### config.mk
export PLATFORM = sky130hd
export DESIGN_NAME = lfsr_wb_sequencer
export DESIGN_NICKNAME = d
export VERILOG_FILES = /design/src/rtl/lfsr_wb_sequencer.sv
export SDC_FILE = /design/constraint.sdc
export NUM_CORES = 1
export LEC_CHECK = 0
export CAP_MARGIN = 20
export CORE_MARGIN = 2
export CORE_UTILIZATION = 44
export DETAILED_ROUTE_END_ITERATION = 16
export HOLD_SLACK_MARGIN = 0.12
export PLACE_DENSITY = 0.74
export SLEW_MARGIN = 10
export SYNTH_ARGS = -nofsm -noshare
export SYNTH_HDL_FRONTEND = slang
export SYNTH_SLANG_ARGS = --single-unit
export TNS_END_PERCENT = 50
### constraint.sdc
create_clock -name clk -period 2.5 [get_ports clk]
set_input_delay 0.375 -clock clk [delete_from_list [all_inputs] [get_ports clk]]
set_output_delay 0.375 -clock clk [all_outputs]
set_load 0.005 [all_outputs]
### src/rtl/lfsr_wb_sequencer.sv
// lfsr_wb_sequencer
// Pipelined Wishbone master that drives the on-chip LFSR slave. An accepted
// start writes the seed to slave address 0, then performs `count` single reads
// of address 1. Each returned byte is presented on a valid/ready stream before
// the next read is issued, so at most one bus transaction is ever outstanding.
// A wait for acknowledge longer than TIMEOUT cycles aborts the sequence and
// raises a sticky err flag.
//
// Ports
//   clk, rst_n             clock (rising edge), asynchronous active-low reset
//   start, seed, count     command pulse (IDLE only) with seed and read count
//   busy, done, err        status: running, one-cycle completion, sticky timeout
//   out_data, out_valid,   read byte stream towards the consumer
//   out_ready
//   o_wb_cyc, o_wb_stb,    Wishbone master request signals
//   o_wb_we, o_wb_addr,
//   o_wb_data
//   i_wb_stall, i_wb_ack,  Wishbone slave response signals
//   i_wb_data
module lfsr_wb_sequencer #(
  parameter int DW      = 8,
  parameter int CNT_W   = 8,
  parameter int TIMEOUT = 15
) (
  input  logic             clk,
  input  logic             rst_n,
  input  logic             start,
  input  logic [DW-1:0]    seed,
  input  logic [CNT_W-1:0] count,
  output logic             busy,
  output logic             done,
  output logic             err,
  output logic [DW-1:0]    out_data,
  output logic             out_valid,
  input  logic             out_ready,
  output logic             o_wb_cyc,
  output logic             o_wb_stb,
  output logic             o_wb_we,
  output logic             o_wb_addr,
  output logic [DW-1:0]    o_wb_data,
  input  logic             i_wb_stall,
  input  logic             i_wb_ack,
  input  logic [DW-1:0]    i_wb_data
);

  typedef enum logic [2:0] {
    S_IDLE,
    S_WR_REQ,
    S_WR_WAIT,
    S_RD_REQ,
    S_RD_WAIT,
    S_PUSH,
    S_DONE,
    S_ERR
  } state_t;

  // The wait counter expires on the cycle it has already counted TIMEOUT-1,
  // so the bus is released exactly TIMEOUT cycles after strobe acceptance.
  localparam logic [7:0]       TMO_LAST = 8'(TIMEOUT - 1);
  localparam logic [CNT_W-1:0] CNT_ONE  = {{(CNT_W-1){1'b0}}, 1'b1};

  state_t           state;
  state_t           state_nxt;
  logic [DW-1:0]    seed_q;
  logic [CNT_W-1:0] remain_q;
  logic [7:0]       tmo_q;
  logic             err_q;
  logic [DW-1:0]    data_q;
  logic             tmo_hit;

  assign tmo_hit = (tmo_q == TMO_LAST);

  always_ff @(posedge clk or negedge rst_n) begin
    if (!rst_n) begin
      state <= S_IDLE;
    end else begin
      state <= state_nxt;
    end
  end

  // An ack is only meaningful while waiting; in a *_REQ state it cannot belong
  // to this master's strobe and is ignored by construction.
  always_comb begin
    state_nxt = state;
    case (state)
      S_IDLE: begin
        if (start) state_nxt = S_WR_REQ;
      end
      S_WR_REQ: begin
        if (!i_wb_stall) state_nxt = S_WR_WAIT;
      end
      S_WR_WAIT: begin
        if (i_wb_ack) begin
          state_nxt = (remain_q == '0) ? S_DONE : S_RD_REQ;
        end else if (tmo_hit) begin
          state_nxt = S_ERR;
        end
      end
      S_RD_REQ: begin
        if (!i_wb_stall) state_nxt = S_RD_WAIT;
      end
      S_RD_WAIT: begin
        if (i_wb_ack) begin
          state_nxt = S_PUSH;
        end else if (tmo_hit) begin
          state_nxt = S_ERR;
        end
      end
      S_PUSH: begin
        if (out_ready) begin
          state_nxt = (remain_q == CNT_ONE) ? S_DONE : S_RD_REQ;
        end
      end
      S_DONE:  state_nxt = S_IDLE;
      S_ERR:   state_nxt = S_IDLE;
      default: state_nxt = S_IDLE;
    endcase
  end

  // Datapath: command capture, remaining-read count, ack wait timer, sticky
  // error and the captured read byte.
  always_ff @(posedge clk or negedge rst_n) begin
    if (!rst_n) begin
      seed_q   <= '0;
      remain_q <= '0;
      tmo_q    <= '0;
      err_q    <= 1'b0;
      data_q   <= '0;
    end else begin
      case (state)
        S_IDLE: begin
          if (start) begin
            seed_q   <= seed;
            remain_q <= count;
            err_q    <= 1'b0;
          end
        end
        S_WR_REQ, S_RD_REQ: begin
          if (!i_wb_stall) tmo_q <= '0;
        end
        S_WR_WAIT: begin
          if (!i_wb_ack) begin
            if (tmo_hit) err_q <= 1'b1;
            else         tmo_q <= tmo_q + 8'd1;
          end
        end
        S_RD_WAIT: begin
          if (i_wb_ack) begin
            data_q <= i_wb_data;
          end else if (tmo_hit) begin
            err_q <= 1'b1;
          end else begin
            tmo_q <= tmo_q + 8'd1;
          end
        end
        S_PUSH: begin
          if (out_ready) remain_q <= remain_q - CNT_ONE;
        end
        default: ;
      endcase
    end
  end

  // Bus and status outputs are decoded from state alone, so an asynchronous
  // reset drops cyc/stb/busy/out_valid without waiting for a clock edge.
  always_comb begin
    busy      = 1'b0;
    done      = 1'b0;
    out_valid = 1'b0;
    o_wb_cyc  = 1'b0;
    o_wb_stb  = 1'b0;
    o_wb_we   = 1'b0;
    o_wb_addr = 1'b0;
    o_wb_data = '0;
    case (state)
      S_WR_REQ: begin
        busy      = 1'b1;
        o_wb_cyc  = 1'b1;
        o_wb_stb  = 1'b1;
        o_wb_we   = 1'b1;
        o_wb_data = seed_q;
      end
      S_WR_WAIT: begin
        busy     = 1'b1;
        o_wb_cyc = 1'b1;
      end
      S_RD_REQ: begin
        busy      = 1'b1;
        o_wb_cyc  = 1'b1;
        o_wb_stb  = 1'b1;
        o_wb_addr = 1'b1;
      end
      S_RD_WAIT: begin
        busy     = 1'b1;
        o_wb_cyc = 1'b1;
      end
      S_PUSH: begin
        busy      = 1'b1;
        out_valid = 1'b1;
      end
      S_DONE: begin
        done = 1'b1;
      end
      default: ;
    endcase
  end

  assign err      = err_q;
  assign out_data = data_q;

endmodule

==> summary.txt <==
Clock network
  • Post-CTS setup buffer count: 0
  • CTS tree: done
  • Clock sinks: 36
  • H-tree Lvls: 2
  • Post-CTS sizing: 0
  • Maximum clock path buffer count: 2
  • Clock Pin Slew Worst Setup and Hold Paths: 0.08 ns
  • Cts bufs inserted: 5
  • Post-CTS Hold Fix Bufs: 0
  • Worst-skew pair later-pin latency: 0.29 ns
  • CTS Root Cell: clkbuf_8

Worst setup path
  • Critical path startpoint category: flop
  • CP Capture Type: output pin
  • Top delay family on crit path: buffers and inverters
  • WP data arrival: 1.97 ns
  • Reg2Reg Depth: 6
  • R2R setup slack: 0.61 ns
  • Critical path buffers and inverters: 2
  • Setup CP Type: reg -> out
  • Critical path startpoint: state[2]
  • Worst r2r src: tmo_q[0]
  • Crit path max fanout: 10
  • Cell Chain, Critical Path: nand2b_1 > nor2_1 > buf_4 > and2_1 > clkdlybuf4s50_1
  • CP max-delay cell: dfrtp_1
  • R2R Path End: tmo_q[2]
  • Worst EP required: 2.12 ns
  • Crit-path max cell delay: 0.50 ns
  • Critical Path Stages: 5

Logic synthesis
  • Synth warnings: 0
  • Number of enable flip-flop cells after synthesis: 0
  • Seq/Total Area, Yosys: 44.47%
  • Yosys reg bits: 36
  • Yosys cell types: 49
  • Syn_area_per_cell: 9.600 sq um
  • Post-Syn Nets: 245
  • Gate Count Post-Synth: 211
  • Top_reg_cell synth: dfrtp_1
  • Ys async rst share: 100.0%
  • Synthesized area: 2026 sq um

Power
  • Leakage power figure: 1.119 nW
  • Pwr/cell area: 1124 nW/um^2
  • Peak supply drop: 0.0006150 V

Run
  • Max Cap Viol: 0

Drt
  • Routed vias/inst: 5.409
  • Detail Route Antenna Nets: 0
  • Via Count: 1731
  • DRC viols: 0
  • Avg WL per Cell: 14.47 um
  • Number of DRC markers in iteration 0: 117
  • DRT Wirelength: 4.631 mm
  • First-pass DRT Iterations: 4

STA
  • Final setup margin: 0.1505 ns
  • RSZ-0062 raised after global routing: false
  • Worst-margin pin slew: 0.5033 ns
  • Endpoints failing hold: 0
  • Clock skew: 0.006308 ns
  • Tmin final: 2.350 ns
  • Tcrit/Tclk final: 93.98%
  • Hold WS: 0.4981 ns
  • Max Clk Rate: 0.4256 GHz
  • Final setup vio count: 0
  • Setup tns final: 0 ns
  • Relative slew margins: 65.99%
  • Max-slew violation count: 0

Global route
  • Pin count of the biggest net entering global routing: 37
  • Initial antenna violation count: 0
  • Grt met1 use: 25.29%
  • Most Used Layer, Global Route: met2
  • Vias in the first global route: 1747
  • Total grt overflow: 0
  • Met2 usage: 31.38%
  • First-pass GRT wire length: 7.838 mm
  • Tot GR Track Use: 19.51%
  • M3 GR Usage: 5.626%

Finish
  • Share of post-route cells with drive strength above 1: 14.18%
  • Nets: 301
  • Area Overhead vs Synth: 34.84%
  • Antenna diodes: 0
  • Commonest non-fill, non-tap cell in the layout: clkdlybuf4s50_1
  • Commonest non-fill, non-tap cells in the layout: clkdlybuf4s50_1 (53), dfrtp_1 (36), nor2_1 (19), mux2_2 (16), a21oi_1 (14)
  • Post-route insts no fill: 320
  • Final core occ: 62.30%

Floorplan
  • Core ar.: 4384 sq um
  • Starting Density: 46.20%
  • Die Y: 71.85 um
  • Full die area: 5162 sq um
  • I/O pin count: 54
  • Die outline width: 71.85 um
  • Rows: 24

Min path
  • HP Class: in -> async

Place
  • DP HPWL: 3.336 mm
  • Post-Place Cells: 312
  • Gpl congestion: 0.9599
  • Port bufs: 53
  • DP Worst Slack: 0.3046 ns

Run status
  • Outcome: complete, no violations
sequential cells by signal, summed over array words and instances, names as in the netlist:
register / count
err: 1
out_data: 8
tmo_q: 8
seed_q: 8
remain_q: 8
state: 3
logic make-up (layout without fill, tap and decap cells):
kind of cell / after synthesis / count (layout) / share of synthesized area (%)
buffers and inverters: 23 / 80 / 5.188
AO/OA/AOI/OAI: 54 / 54 / 16.80
XOR/XNOR: 2 / 2 / 1.236
adder cells (fa/ha/maj): 4 / 4 / 2.471
AND/OR/NAND/NOR: 74 / 74 / 19.95
multiplexers: 18 / 18 / 9.883
flip-flops: 36 / 36 / 44.47
worst max-delay path by stage:
| stage | end | slack (ns) |
|---|---|---|
| 2_1_floorplan | seed_q[0] | 0.76 |
| 3_3_place_gp | tmo_q[4] | 0.35 |
| 3_5_place_dp | tmo_q[4] | 0.30 |
| 4_1_cts | o_wb_data[7] | 0.14 |
| 5_1_grt | o_wb_data[3] | 0.05 |
| 6_report | o_wb_data[7] | 0.15 |
report_power, final:
group          leakage (nW)  switching (mW)  internal (mW)  total [mW]
Combinational         0.620           0.664          0.823        1.49
Sequential            0.444           0.240          0.842        1.08
Clock                0.0552           0.204          0.296       0.500
synthesized netlist by cell type (3+ instances only):
master / number / share of area [%]
nor4_1: 3 / 0.93
dfrtp_1: 36 / 44
nand2_1: 11 / 2.0
nand2b_1: 3 / 0.93
nand4_1: 3 / 0.93
o211ai_1: 5 / 1.9
nand3_1: 7 / 1.7
clkbuf_1: 6 / 1.1
a31oi_1: 5 / 1.5
mux2_2: 16 / 8.9
nor3_1: 4 / 0.99
o21ai_0: 13 / 3.2
ha_1: 4 / 2.5
and2_1: 9 / 2.8
a21oi_1: 14 / 3.5
nor2_1: 19 / 3.5
inv_1: 11 / 2.0
through the flow:
stage / instance area (sq um) / total power [mW]
detailed placement: 2624 / 2.569
global placement: 2624 / 2.543
finish: 2731 / 3.069
floorplan: 2026 / 1.960
global route: 2731 / 3.312
CTS: 2731 / 3.089
routing by layer:
layer / wire, um / part of all wire, %
met2: 2157 / 47
met3: 236 / 5.1
met1: 2188 / 47
met5: 0 / 0
met4: 49 / 1.1
cell type report:
cell class	instances	area (sq um)
Multi-Input combinational cell	152	1026
Clock buffer	6	72.57
Inverter	11	41.29
Fill cell	381	1653
Timing Repair Buffer	61	590.6
Tap cell	52	65.06
Clock inverter	2	35.03
Sequential cell	36	900.9
Note: power is estimated with default switching activity, not from simulation.
